## config.mk

```make
export PLATFORM = sky130hd
export DESIGN_NAME = ev_bms_vlsi
export DESIGN_NICKNAME = d
export VERILOG_FILES = /design/src/rtl/ev_bms_vlsi.sv
export SDC_FILE = /design/constraint.sdc
export NUM_CORES = 1
export LEC_CHECK = 0
export CAP_MARGIN = 20
export CORE_ASPECT_RATIO = 0.8
export CORE_MARGIN = 2
export CORE_UTILIZATION = 36
export DETAILED_ROUTE_END_ITERATION = 7
export PLACE_DENSITY = 0.8
export SLEW_MARGIN = 20
export SYNTH_ARGS = -nofsm -noshare
export SYNTH_HDL_FRONTEND = slang
export SYNTH_SLANG_ARGS = --single-unit
export TNS_END_PERCENT = 30
```

## constraint.sdc

```tcl
create_clock -name clk -period 2.7 [get_ports clk]
set_clock_uncertainty 0.05 [all_clocks]
set_input_delay 0.27 -clock clk [delete_from_list [all_inputs] [get_ports clk]]
set_output_delay 0.27 -clock clk [all_outputs]
set_load 0.03 [all_outputs]
```

## src/rtl/ev_bms_vlsi.sv

```systemverilog
// 3-cell EV pack protection controller: threshold flags, FET enable FSM, SOH wear counter.
// Latency 2 edges input->output; no backpressure, every cycle is sampled.
module ev_bms_vlsi #(
   parameter logic [11:0] OV_TH        = 12'd4000,
   parameter logic [11:0] UV_TH        = 12'd3000,
   parameter logic [11:0] OC_TH        = 12'd3000,
   parameter logic [11:0] OT_TH        = 12'd800,
   parameter logic [7:0]  SOC_LOW      = 8'd5,
   parameter logic [7:0]  SOC_HIGH     = 8'd95,
   parameter logic [7:0]  SOH_INIT     = 8'd100,
   parameter logic [7:0]  SOH_MIN      = 8'd70,
   parameter int unsigned CLEAR_CYCLES = 4
) (
   input  logic        clk,
   input  logic        rst_n,
   input  logic [11:0] cell_1_voltage_adc,
   input  logic [11:0] cell_2_voltage_adc,
   input  logic [11:0] cell_3_voltage_adc,
   input  logic [11:0] pack_current_adc,
   input  logic [11:0] temperature_adc,
   input  logic [7:0]  soc_percent,
   output logic        charge_en_fsm,
   output logic        discharge_en_fsm,
   output logic        system_fault,
   output logic [7:0]  soh_percent,
   output logic        soh_fault
);

   localparam int CW = $clog2(CLEAR_CYCLES + 2);
   localparam logic [CW-1:0] LP_CLEAR = CW'(CLEAR_CYCLES);

   typedef enum logic [1:0] {
      IDLE    = 2'd0,
      NORMAL  = 2'd1,
      FAULT   = 2'd2,
      RECOVER = 2'd3
   } state_t;

   state_t        r_state;
   logic [CW-1:0] r_cnt;
   logic          r_fault_q;
   logic          r_soc_low_q;
   logic          r_soc_high_q;

   logic          w_ov;
   logic          w_uv;
   logic          w_oc;
   logic          w_ot;
   logic [7:0]    w_soc;
   logic [7:0]    w_soh_dec;
   logic [CW-1:0] w_cnt_inc;

   assign w_ov = (cell_1_voltage_adc > OV_TH) || (cell_2_voltage_adc > OV_TH) ||
                 (cell_3_voltage_adc > OV_TH);
   assign w_uv = (cell_1_voltage_adc < UV_TH) || (cell_2_voltage_adc < UV_TH) ||
                 (cell_3_voltage_adc < UV_TH);
   assign w_oc = pack_current_adc > OC_TH;
   assign w_ot = temperature_adc > OT_TH;
   // SOC codes above 100 come from a misbehaving estimator; treat them as full.
   assign w_soc = (soc_percent > 8'd100) ? 8'd100 : soc_percent;

   assign w_soh_dec = (soh_percent == 8'd0) ? 8'd0 : soh_percent - 8'd1;
   assign w_cnt_inc = r_cnt + CW'(1);

   always_ff @(posedge clk or negedge rst_n) begin
      if (!rst_n) begin
         r_fault_q    <= 1'b0;
         r_soc_low_q  <= 1'b0;
         r_soc_high_q <= 1'b0;
      end else begin
         r_fault_q    <= w_ov | w_uv | w_oc | w_ot;
         r_soc_low_q  <= w_soc < SOC_LOW;
         r_soc_high_q <= w_soc > SOC_HIGH;
      end
   end

   always_ff @(posedge clk or negedge rst_n) begin
      if (!rst_n) begin
         r_state          <= IDLE;
         r_cnt            <= '0;
         charge_en_fsm    <= 1'b0;
         discharge_en_fsm <= 1'b0;
         system_fault     <= 1'b0;
         soh_percent      <= SOH_INIT;
         soh_fault        <= 1'b0;
      end else begin
         case (r_state)
            IDLE: begin
               // Entry from IDLE is not wear, so SOH is left alone here.
               if (r_fault_q) begin
                  r_state          <= FAULT;
                  charge_en_fsm    <= 1'b0;
                  discharge_en_fsm <= 1'b0;
                  system_fault     <= 1'b1;
               end else begin
                  r_state          <= NORMAL;
                  charge_en_fsm    <= ~r_soc_high_q;
                  discharge_en_fsm <= ~r_soc_low_q;
                  system_fault     <= 1'b0;
               end
            end
            NORMAL: begin
               if (r_fault_q) begin
                  r_state          <= FAULT;
                  charge_en_fsm    <= 1'b0;
                  discharge_en_fsm <= 1'b0;
                  system_fault     <= 1'b1;
                  soh_percent      <= w_soh_dec;
                  soh_fault        <= w_soh_dec < SOH_MIN;
               end else begin
                  charge_en_fsm    <= ~r_soc_high_q;
                  discharge_en_fsm <= ~r_soc_low_q;
                  system_fault     <= 1'b0;
               end
            end
            FAULT: begin
               charge_en_fsm    <= 1'b0;
               discharge_en_fsm <= 1'b0;
               system_fault     <= 1'b1;
               if (!r_fault_q) begin
                  r_state <= RECOVER;
                  r_cnt   <= CW'(1);
               end
            end
            RECOVER: begin
               if (r_fault_q) begin
                  r_state          <= FAULT;
                  r_cnt            <= '0;
                  charge_en_fsm    <= 1'b0;
                  discharge_en_fsm <= 1'b0;
                  system_fault     <= 1'b1;
                  soh_percent      <= w_soh_dec;
                  soh_fault        <= w_soh_dec < SOH_MIN;
               end else if (w_cnt_inc >= LP_CLEAR) begin
                  r_state          <= NORMAL;
                  r_cnt            <= '0;
                  charge_en_fsm    <= ~r_soc_high_q;
                  discharge_en_fsm <= ~r_soc_low_q;
                  system_fault     <= 1'b0;
               end else begin
                  r_cnt            <= w_cnt_inc;
                  charge_en_fsm    <= 1'b0;
                  discharge_en_fsm <= 1'b0;
                  system_fault     <= 1'b1;
               end
            end
            default: begin
               r_state <= IDLE;
               r_cnt   <= '0;
            end
         endcase
      end
   end

endmodule

```

==> results of run 1 <==
==> cell families after synthesis <==
| logic type | after synthesis | share of synthesized area [%] |
|---|---|---|
| adders and majority gates | 5 | 5.00 |
| and+or+nand+nor | 54 | 22.8 |
| AOI/OAI and AO/OA | 43 | 23.2 |
| buffers and inverters | 12 | 3.70 |
| xor gates and xnor gates | 1 | 0.700 |
| DFF | 20 | 40.3 |
| muxes | 5 | 4.30 |
==> final cells by class <==
type,count,area (sq um),share of cell area (%)
repair buffers,81,811,37.6
multi-input cells,108,701,32.5
flip-flops and latches,20,504,23.4
well taps,42,52.6,2.44
clock buffers,4,45.0,2.09
inverters,11,41.3,1.92
==> metal layers <==
metal | share of wire (%) | vias to the layer above | track usage (%)
li1 | - | 708 | -
met1 | 42 | 622 | 21.5
met2 | 49 | 60 | 30.5
met3 | 7.5 | 5 | 2.87
met4 | 1.5 | 0 | 5.77
met5 | 0 | - | 0
==> critical path, cell delays in order (launching register included) <==
cell and delay [ps]:
dfrtp_1 430, inv_1 100, ha_1 260, or3b_1 460
or4_4 540, nand2_1 160, o22ai_1 100
==> power breakdown <==
part	switching (mW)	total (mW)	internal (mW)
clock	0.0943	0.199	0.105
sequential	0.00730	0.318	0.310
combinational	0.0765	0.204	0.127
==> sequential cells by signal, summed over array words and instances (netlist names) <==
name and cells:
charge_en_fsm 1, discharge_en_fsm 1, r_cnt 3, r_fault_q 1, r_soc_high_q 1, r_soc_low_q 1, r_state 2, soh_fault 1
soh_percent 8, system_fault 1
==> layout by cell type (no fill, tap or decap), types with 2 or more instances in the layout <==
| cell type | instances |
|---|---|
| o31ai_1 | 3 |
| a31oi_1 | 4 |
| inv_1 | 11 |
| a21oi_1 | 6 |
| ha_1 | 5 |
| nand3_1 | 5 |
| nor4_1 | 6 |
| nor2_1 | 12 |
| nand4_1 | 3 |
| dfstp_2 | 3 |
| nand2_1 | 13 |
| o211ai_1 | 3 |
| a211oi_1 | 2 |
| clkdlybuf4s50_1 | 81 |
| mux2_2 | 3 |
| dfrtp_1 | 17 |
| o21ai_0 | 9 |
| clkbuf_8 | 3 |
| o22ai_1 | 2 |
| nor3_1 | 4 |
| nor4bb_1 | 2 |
| mux2i_1 | 2 |
==> path summary, 6_finish.rpt <==
check	startpoint	end	slack [ps]	depth (start not counted)
setup / recovery	soh_percent[0]	soh_percent[1]	480	6
hold / removal	r_soc_low_q	discharge_en_fsm	350	1
setup reg to reg	soh_percent[0]	soh_percent[1]	480	6
hold reg to reg	r_soc_low_q	discharge_en_fsm	350	1
max in group asynchronous	rst_n	r_state[1]	1600	1
min in group asynchronous	rst_n	soh_percent[4]	460	1
==> through the flow <==
step	util [%]	total power [mW]	instance area, sq um
after floorplan	-	0.391	1250
after global placement	62.5	0.526	2110
after detailed placement	62.5	0.529	2110
after CTS	63.8	0.730	2150
after global routing	63.8	0.759	2150
final	63.8	0.721	2150
==> results.md, run 1 <==
- Syn Std Cell Area: 1250 sq um
- Setup violators final: 0
- Post-DP HPWL: 2780 um
- Critical Path AT: 2300 ps
- First-pass GRT wire length: 5580 um
- Flops & latches, synth: 20
- Fin nets: 300
- GPL Wtd Cong: 0.815
- Largest net degree at the start of global routing: 21
- Achievable Freq: 451 MHz
- Req. time, crit path: 2780 ps
- I/O pin total: 82
- Worst VDD drop: 0.178 mV
- Antenna Violating Nets Remaining: 0
- Worst-path clk slew: 70 ps
- Hold_buf cts: 0
- RSZ-0062 raised after global routing: no
- Deepest clock path buffer count: 2
- Clock sink count: 20
- Inserted Clock Buffers: 3
- Vias in the first global route: 1354
- Relative max-transition margin: 41.0%
- Mapped Nets: 215
- Most frequent cell after synthesis: dfrtp_1
- Worst min-delay path class: register to register
- Fin. max-slew vios: 0
- Max-cap violations: 0
- Crit-path max FO: 7
- Placed cell count: 262
- Drt wl/cell: 12.3 um
- TNS Setup: 0 ps
- Setup bufs post-CTS: 0
- Ys async rst share: 100%
- Area growth, synth to finish: 72.2%
- Die Height: 56.7 um
- Hold WS: 345 ps
- Congestion Overflow GR: 0
- CTS tree: done
- # resized after CTS: 0
- Share of layout cells above drive strength 1: 6.25%
- Post-route insts no fill: 266
- Yosys warning total: 0
- Htree depth: 1
- Detailed Route WL: 3270 um
- Status: completed
- Post-layout min period: 2220 ps
- Core Region: 3380 sq um
- Synth Instances: 140
- Post-route setup slack: 482 ps
- Top_reg_cell synth: dfrtp_1
- Core Rows: 19
- Via count: 1395
- Crit path kind: register to register
- Pre-Repair DR Iteration Count: 4
- Die footprint: 3970 sq um
- Diode count: 0
- Via/cell ratio: 5.24
- Cell area power density: 335 nW/um^2
- Setup crit start kind: register
- Fin crit share: 82.2%
- Worst-Skew Late Latency: 260 ps
- Worst slew pin tran: 882 ps
- Post-synth EDFFs: 0
- Initial antenna violation count: 0
- Count of cell types in the netlist: 45
- Root Buffer: clkbuf_8
- Leak: 0.890 nW
- Iteration-0 DRC count of the detailed router: 73
- Fillers: 310
- Endpoint class of the critical path: register
- Seq/Total Area, Yosys: 40.3%
- Chip width: 69.9 um
- Fin. Hold Viols: 0
- PortBufs: 81
- Synth top area share: 34.0%
- Synth area leaders: dfrtp_1, dfstp_2, ha_1, nand2_1, o21ai_0
- Mean Syn Cell Area: 8.94 sq um
- Initial Util: 37.1%
- Drt drc: 0
- Leading area contributor after synthesis: dfrtp_1
- GRT Total Usage: 17.3%
- Most frequent cells after synthesis: dfrtp_1, nand2_1, nor2_1, inv_1, o21ai_0
- Worst slack, placed: 507 ps
Note: power is estimated with default switching activity, not from simulation.
==> inputs of run 2 (changes only) <==
- CORE_UTILIZATION: 36 -> 32
- PLACE_DENSITY: 0.8 -> 0.76
- clock period: 2.7 -> 2 ns (I/O delays scaled with it)
==> results.md, run 2 (same netlist as run 1, synthesis figures left out) <==
- Placed cell count: 281 (was 262)
- Worst slew pin tran: 484 ps (was 882 ps)
- Finished Cell Area: 2260 sq um (was 2150 sq um)
- GRT Total Usage: 17.2% (was 17.3%)
- PortBufs: 81 (unchanged)
- Biggest registers after layout: soh_percent: 8 flops, r_cnt: 3 flops, r_state: 2 flops (unchanged)
- Post-route insts no fill: 285 (was 266)
- Pre-Repair DR Iteration Count: 4 (unchanged)
- Achievable Freq: 506 MHz (was 451 MHz)
- Core Rows: 20 (was 19)
- Reg2reg path depth: 4 (was 6)
- Setup crit start kind: register (unchanged)
- Leak: 0.940 nW (was 0.890 nW)
- Setup violators final: 0 (unchanged)
- Via/cell ratio: 5.01 (was 5.24)
- Diode count: 0 (unchanged)
- Crit-path max FO: 6 (was 7)
- Flip-flop count of the largest register after layout: 8 (unchanged)
- Fin nets: 306 (was 300)
- Crit path kind: register to register (unchanged)
- Antenna Violating Nets Remaining: 0 (unchanged)
- Met3 WL: 235 um (was 244 um)
- Req. time, crit path: 2090 ps (was 2780 ps)
- Cells along the critical path: or4_1 > nor3_2 > mux2_2 > mux2_2 (was inv_1 > ha_1 > or3b_1 > or4_4 > nand2_1 > o22ai_1)
- Crit path max-delay family: simple AND/OR/NAND/NOR gates (unchanged)
- Drt drc: 0 (unchanged)
- Hold_buf cts: 0 (unchanged)
- Chip width: 73.9 um (was 69.9 um)
- Worst-path clk slew: 70 ps (about the same)
- Max-cap violations: 0 (unchanged)
- DR top layer: met4 (unchanged)
- Slowest CP cell: or4_1 (was or4_4)
- R2R setup slack: 20 ps (was 480 ps)
- Max incr delay on CP: 570 ps (was 540 ps)
- Buf+Inv Stages, Crit Path: 0 (was 1)
- I/O pin total: 82 (unchanged)
- WL met1: 1470 um (was 1370 um)
- Hold WS: 236 ps (was 345 ps)
- Root Buffer: clkbuf_8 (unchanged)
- Die Height: 59.9 um (was 56.7 um)
- GPL Wtd Cong: 0.803 (was 0.815)
- Congestion Overflow GR: 0 (unchanged)
- Most flops, register: soh_percent (unchanged)
- Die footprint: 4430 sq um (was 3970 sq um)
- Largest net degree at the start of global routing: 21 (unchanged)
- Drt wl/cell: 12.3 um (about the same)
- Area growth, synth to finish: 80.6% (was 72.2%)
- Most frequent cells in the layout: clkdlybuf4s50_1, dfrtp_1, nor2_1, nand2_1 (was clkdlybuf4s50_1, dfrtp_1, nand2_1, nor2_1, inv_1)
- Final core utilization: 59.8% (was 63.8%)
- Iteration-0 DRC count of the detailed router: 34 (was 73)
- Worst slack, placed: -18.8 ps (was 507 ps)
- Worst-Skew Late Latency: 260 ps (about the same)
- Dpl cell area: 2190 sq um (was 2110 sq um)
- TNS Setup: 0 ps (unchanged)
- Relative max-transition margin: 67.6% (was 41.0%)
- RSZ-0062 raised after global routing: yes (was no)
- Post-route setup slack: 23.8 ps (was 482 ps)
- Pwr Total: 1.01 mW (was 0.721 mW)
- Initial antenna violation count: 0 (unchanged)
- Endpoint class of the critical path: register (unchanged)
- Vias in the first global route: 1413 (was 1354)
- Crit path top cell by count: mux2_2
- Commonest non-fill, non-tap cell in the layout: clkdlybuf4s50_1 (unchanged)
- Worst min-delay path class: primary input to asynchronous set/reset pin (was register to register)
- CTS tree: done (unchanged)
- Post-DP HPWL: 3040 um (was 2780 um)
- Post-layout min period: 1980 ps (was 2220 ps)
- RR Startpoint: soh_percent[0] (unchanged)
- Fin. Hold Viols: 0 (unchanged)
- Worst VDD drop: 0.215 mV (was 0.178 mV)
- Via count: 1429 (was 1395)
- Htree depth: 1 (unchanged)
- Fin. max-slew vios: 0 (unchanged)
- Reg2reg end: soh_percent[7] (was soh_percent[1])
- Cell area power density: 446 nW/um^2 (was 335 nW/um^2)
- Inserted Clock Buffers: 3 (unchanged)
- Deepest clock path buffer count: 2 (unchanged)
- Initial Util: 33.1% (was 37.1%)
- Share of layout cells above drive strength 1: 13.0% (was 6.25%)
- Fin crit share: 98.8% (was 82.2%)
- Detailed Route WL: 3500 um (was 3270 um)
- Metal2 WL: 1770 um (was 1600 um)
- Critical Path AT: 2060 ps (was 2300 ps)
- Core Region: 3780 sq um (was 3380 sq um)
- Status: completed (unchanged)
- Clock sink count: 20 (unchanged)
- First-pass GRT wire length: 5900 um (was 5580 um)
[run 2: cell count changes in the layout (fill, tap and decap cells not counted), moves of 2 or more]
cell,delta
inv_1,-2
dfrtp_1,-3
dfrtp_2,+3
inv_2,+2
buf_4,+6
or3b_4,+2
[run 2: layer usage]
layer,GRT usage [%],vias to the layer above
li1,-,718
met1,20.7,650
met2,29.8,57
met3,5.23,4
met4,4.42,0
met5,0,-
[run 2: worst reg2reg max path, cell delays in order, from the launching register on]
cell and delay [ps]:
dfrtp_2 440, or4_1 570, nor3_2 160, mux2_2 370
mux2_2 260
[run 2: worst max-delay path by stage]
| stage | start | end | slack, ps | cells past startpoint |
|---|---|---|---|---|
| after floorplan | soh_percent[1] | soh_percent[3] | -10 | 7 |
| after global placement | soh_percent[0] | soh_percent[7] | 70 | 4 |
| after detailed placement | soh_percent[0] | soh_percent[7] | -20 | 4 |
| after CTS | soh_percent[0] | soh_percent[7] | 20 | 4 |
| after global routing | soh_percent[0] | soh_percent[7] | -40 | 4 |
| final | soh_percent[0] | soh_percent[7] | 20 | 4 |
[run 2: cell type report]
class,instances,area [sq um]
Multi-Input combinational cell,108,731
Tap cell,55,68.8
Sequential cell,20,508
Clock buffer,4,55.1
Timing Repair Buffer,87,856
Inverter,11,41.3
Fill cell,332,1520
[run 2: what timing repair did]
action | CTS | global route
setup buffers | 0 | 0
endpoints found under the setup margin | 1 | 3
gates resized for setup | 1 | 2
[run 2: power by group]
part	switching (mW)	total, mW	internal (mW)	leakage (nW)
Sequential	0.00909	0.428	0.419	0.238
Clock	0.122	0.297	0.175	0.0288
Combinational	0.106	0.282	0.177	0.673
